`config.mk`:
```
export PLATFORM = sky130hd
export DESIGN_NAME = adder_pipe
export DESIGN_NICKNAME = d
export VERILOG_FILES = /design/src/rtl/adder_pipe.sv
export SDC_FILE = /design/constraint.sdc
export NUM_CORES = 1
export LEC_CHECK = 0
export BUFFER_PORTS_ARGS = -buffer_cell sky130_fd_sc_hd__buf_2
export CORE_MARGIN = 5
export CORE_UTILIZATION = 30
export DETAILED_ROUTE_END_ITERATION = 8
export GPL_TIMING_DRIVEN = 0
export HOLD_SLACK_MARGIN = 0.06
export PLACE_DENSITY_LB_ADDON = 0.3
export SYNTH_ARGS = -nofsm -noshare
export SYNTH_HDL_FRONTEND = slang
export SYNTH_SLANG_ARGS = --single-unit
```
`constraint.sdc`:
```
create_clock -name clk -period 7.2 [get_ports clk]
set_input_delay 0.72 -clock clk [delete_from_list [all_inputs] [get_ports clk]]
set_output_delay 0.72 -clock clk [all_outputs]
set_load 0.02 [all_outputs]
```
`src/rtl/adder_pipe.sv`:
```
// Pipelined add/sub: DW bits split into STAGES carry-chained chunks of DW/STAGES bits.
// Optional saturation on signed overflow is enabled by defining ADDER_PIPE_SAT_EN.
module adder_pipe #(
  parameter int DW     = 32,
  parameter int STAGES = 4
) (
  input  logic          clk,
  input  logic          rst_n,
  input  logic          in_valid,
  output logic          in_ready,
  input  logic [DW-1:0] opa,
  input  logic [DW-1:0] opb,
  input  logic          cin,
  input  logic          sat,
  output logic          out_valid,
  input  logic          out_ready,
  output logic [DW-1:0] result,
  output logic          carry,
  output logic          zero,
  output logic          overflow
);

  localparam int CW = DW / STAGES;
  localparam int L  = STAGES - 1;

  // Handshake: a beat moves on a rising edge where valid and ready are both high;
  // the producer keeps valid and payload steady until then. The whole pipe stalls
  // together, so ready upstream is simply "the output slot is free or being taken".
  logic advance;

  // Registered state of each stage; index L is the output stage.
  logic [DW-1:0] a_q [STAGES];
  logic [DW-1:0] b_q [STAGES];
  logic [DW-1:0] s_q [STAGES];
  logic          c_q [STAGES];
  logic          z_q [STAGES];
  logic          v_q [STAGES];
  logic          ovf_q;

  // Inputs seen by each stage and the values it will register.
  logic [DW-1:0] a_in [STAGES];
  logic [DW-1:0] b_in [STAGES];
  logic [DW-1:0] s_in [STAGES];
  logic          c_in [STAGES];
  logic          z_in [STAGES];
  logic          v_in [STAGES];
  logic [CW:0]   chunk [STAGES];
  logic [DW-1:0] s_nx [STAGES];
  logic          c_nx [STAGES];
  logic          z_nx [STAGES];
  logic          ovf_nx;

`ifdef ADDER_PIPE_SAT_EN
  logic sat_q  [STAGES];
  logic sat_in [STAGES];
`else
  logic unused_sat;
  assign unused_sat = sat;
`endif

  assign advance   = !v_q[L] || out_ready;
  assign in_ready  = advance;
  assign out_valid = v_q[L];
  assign result    = s_q[L];
  assign carry     = c_q[L];
  assign zero      = z_q[L];
  assign overflow  = ovf_q;

  always_comb begin
    a_in[0] = opa;
    b_in[0] = cin ? ~opb : opb;
    s_in[0] = '0;
    c_in[0] = cin;
    z_in[0] = 1'b1;
    v_in[0] = in_valid;
`ifdef ADDER_PIPE_SAT_EN
    sat_in[0] = sat;
`endif
    for (int k = 1; k < STAGES; k++) begin
      a_in[k] = a_q[k-1];
      b_in[k] = b_q[k-1];
      s_in[k] = s_q[k-1];
      c_in[k] = c_q[k-1];
      z_in[k] = z_q[k-1];
      v_in[k] = v_q[k-1];
`ifdef ADDER_PIPE_SAT_EN
      sat_in[k] = sat_q[k-1];
`endif
    end

    for (int k = 0; k < STAGES; k++) begin
      chunk[k] = {1'b0, a_in[k][k*CW +: CW]} + {1'b0, b_in[k][k*CW +: CW]}
               + {{CW{1'b0}}, c_in[k]};
      s_nx[k]  = s_in[k];
      s_nx[k][k*CW +: CW] = chunk[k][CW-1:0];
      c_nx[k]  = chunk[k][CW];
      z_nx[k]  = z_in[k] && (chunk[k][CW-1:0] == '0);
    end

    // Signed overflow uses the inverted B, so opb = 0x80..0 under sub is covered.
    ovf_nx = (a_in[L][DW-1] == b_in[L][DW-1]) && (s_nx[L][DW-1] != a_in[L][DW-1]);

`ifdef ADDER_PIPE_SAT_EN
    if (sat_in[L] && ovf_nx) begin
      s_nx[L] = a_in[L][DW-1] ? {1'b1, {(DW-1){1'b0}}} : {1'b0, {(DW-1){1'b1}}};
      z_nx[L] = 1'b0;
    end
`endif
  end

  always_ff @(posedge clk) begin
    if (!rst_n) begin
      for (int k = 0; k < STAGES; k++) begin
        a_q[k] <= '0;
        b_q[k] <= '0;
        s_q[k] <= '0;
        c_q[k] <= 1'b0;
        z_q[k] <= 1'b0;
        v_q[k] <= 1'b0;
`ifdef ADDER_PIPE_SAT_EN
        sat_q[k] <= 1'b0;
`endif
      end
      ovf_q <= 1'b0;
    end else if (advance) begin
      for (int k = 0; k < STAGES; k++) begin
        a_q[k] <= a_in[k];
        b_q[k] <= b_in[k];
        s_q[k] <= s_nx[k];
        c_q[k] <= c_nx[k];
        z_q[k] <= z_nx[k];
        v_q[k] <= v_in[k];
`ifdef ADDER_PIPE_SAT_EN
        sat_q[k] <= sat_in[k];
`endif
      end
      ovf_q <= ovf_nx;
    end
  end

endmodule

```
==> out/summary.txt <==
ANT nets after route: 0
design area: 10350 µm²
Fin. Hold Viols: 0
die area: 31890 µm²
I/O pins: 107
Crit path required time: 7390 ps
GP Congestion: 0.7862
drt first pass iters: 4
Setup Crit Path Kind: input pin to register
Synth area leaders: edfxtp_1 66%, and3_1 9.5%, ha_1 4.1%
drc violations: 0
Cell Pwr Density: 239.1 nW/µm²
Std-Cell Core Area: 27930 µm²
Clock Skews: 9.187 ps
largest buffer count on any clock path: 2
clk slew on worst S/H paths: 70 ps
overall die height: 178.6 µm
vias in the first global route: 5260
Async SR Flop Fraction: 0
Syn. warnings: 0
Core Util, Final: 0.3705
arrival time worst endpoint: 3020 ps
WL/cell: 16.02 µm
Compound-Gate Fraction of Synth Area: 0.04842
MaxCap Viol Count: 0
Die Span X: 178.6 µm
Hold WC Path Type: register to register
most common cell after layout, fill and taps aside: edfxtp_1
fin crit period: 2837 ps
Site Rows: 61
Vias: 5138
PostCTS Resize Cnt: 0
setup ws final: 4363 ps
H-tree levels: 4
detailed placement HPWL: 13700 µm
# nets final: 861
fraction of layout instances using a drive strength above 1: 0.2016
largest family of logic cells by synthesized area: simple AND/OR/NAND/NOR gates
Worst IR Drop VDD: 0.1442 mV
number of CTS-inserted buffers: 17
total gr overflow: 0
Lkg Pwr: 4.702 nW
fraction of synthesized area in multiplexers: 0.001761
relative slew slack: 0.4926
period utilization: 0.3940
mapped cell area: 8527 µm²
Startpoint Class: input pin
R2R setup slack: 4390 ps
Worst-Margin Slew: 761.1 ps
sequential area share after synthesis: 0.6644
final setup fails: 0
most frequent cells in the layout: 188 x edfxtp_1, 129 x and3_1, 107 x buf_2, 60 x nor2_1, 38 x xnor2_1
Antenna Diode Count: 0
CTS tree: yes
CP dominant cell by count: buf_16
slowest CP cell: nand3b_1
CTS Hold Bufs: 0
status: complete, no violations
EDFF count, synth: 188
vias per inst: 4.480
CP max stage delay: 650 ps
GRT Overall Usage: 0.1201
area leader, netlist: edfxtp_1
largest net degree at the start of global routing: 21
Placement Setup Slack: 3862 ps
synthesized area per cell: 13.73 µm²
Adder-Cell Fraction of Synth Area: 0.05752
post-CTS setup buffer count: 0
dpl cells: 1115
Net Count, Synth: 726
synthesized flop and latch total: 189
first-pass GRT wire length: 28960 µm
layout overhead on the synthesized area: 21.38%
critical path, cell by cell: buf_2, clkbuf_1, nand3b_1, buf_16, buf_16, buf_8, buf_16, buf_8
xor and xnor fraction of the mapped netlist area: 0.05341
clock root buffer: clkbuf_16
Setup crit end kind: register
Detailed Route WL: 18370 µm
ys flop type: edfxtp_1
Slew Viols, Final: 0
RSZ-0062 raised after global routing: false
Synth top area share: 0.6621
Synth Instances: 621
Synth Area in Simple Gates: 0.1510
fmax: 352.5 MHz
post-synth cell types: 42
starting density of the core: 0.3052
Sink Count: 189
clock latency on the worst-skew pair: 430 ps
Layout Cells excl Fill: 1147
PortBufs: 104
drt first-iter violations: 348
antenna violations before repair: 0
DP Area: 9788 µm²
Crit Path Max Fanout: 17
[flip-flops by register name (all words and copies together) (netlist names)]
name      cells
overflow      1
b_q          48
c_q           4
v_q           4
z_q           4
s_q          80
a_q          48
[cell type report]
type / count / area (µm²)
clock buffers: 19 / 432.9
multi-input cells: 380 / 2661
plain buffers: 38 / 147.6
well taps: 378 / 473.0
clock inverters: 13 / 128.9
repair buffers: 116 / 788.3
inverters: 14 / 52.55
fillers: 2775 / 17580
flip-flops and latches: 189 / 5665
[cells in the mapped netlist (all sizes together), types with 3 or more instances]
| cell type | n |
|---|---|
| edfxtp | 188 |
| and3 | 129 |
| nor2 | 60 |
| xnor2 | 38 |
| clkbuf | 35 |
| ha | 28 |
| a21oi | 22 |
| o21ai | 15 |
| inv | 14 |
| xor2 | 14 |
| and2 | 9 |
| fa | 7 |
| a21o | 6 |
| nor2b | 6 |
| a211oi | 5 |
| nor4 | 4 |
| o21a | 4 |
| buf | 3 |
| nand3 | 3 |
| o21bai | 3 |
[final timing paths]
path / cells past startpoint / from / end
min: 2 / overflow / overflow
max: 8 / rst_n / a_q[0][19]
min reg2reg: 2 / overflow / overflow
max reg2reg: 8 / a_q[0][48] / z_q[0][2]
[critical path, delay by kind of cell]
family	cells	cell delay, ps
buffers and inverters	7	1630
AND/OR/NAND/NOR	1	650
[per-layer routing]
layer	vias up	GRT usage	part of all wire
li1	2562	-	-
met1	2467	0.1561	0.46
met2	99	0.2016	0.49
met3	10	0.02586	0.037
met4	0	0.03646	0.013
met5	-	0	0
[logic make-up (layout without fill, tap and decap cells)]
family / count (synthesis) / after routing
flip-flops: 189 / 189
AO/OA/AOI/OAI: 64 / 64
AND/OR/NAND/NOR: 228 / 228
adder cells (fa/ha/maj): 35 / 35
XOR/XNOR: 52 / 52
buffers and inverters: 52 / 200
multiplexers: 1 / 1
[power breakdown]
group | total [mW] | internal (mW) | switching (mW)
Clock | 0.903 | 0.486 | 0.417
Combinational | 0.258 | 0.114 | 0.144
Sequential | 1.31 | 1.29 | 0.0201
Total | 2.48 | 1.89 | 0.581
[per-stage QoR]
stage	power, mW	setup TNS [ps]	hold WS [ps]
after floorplan	1.512	0	527.9
after global placement	1.597	-543750	445.0
after detailed placement	1.602	0	447.8
after CTS	2.504	0	457.5
after global routing	2.584	0	464.6
final	2.475	0	453.5
Power figures use the tool's default switching activity.
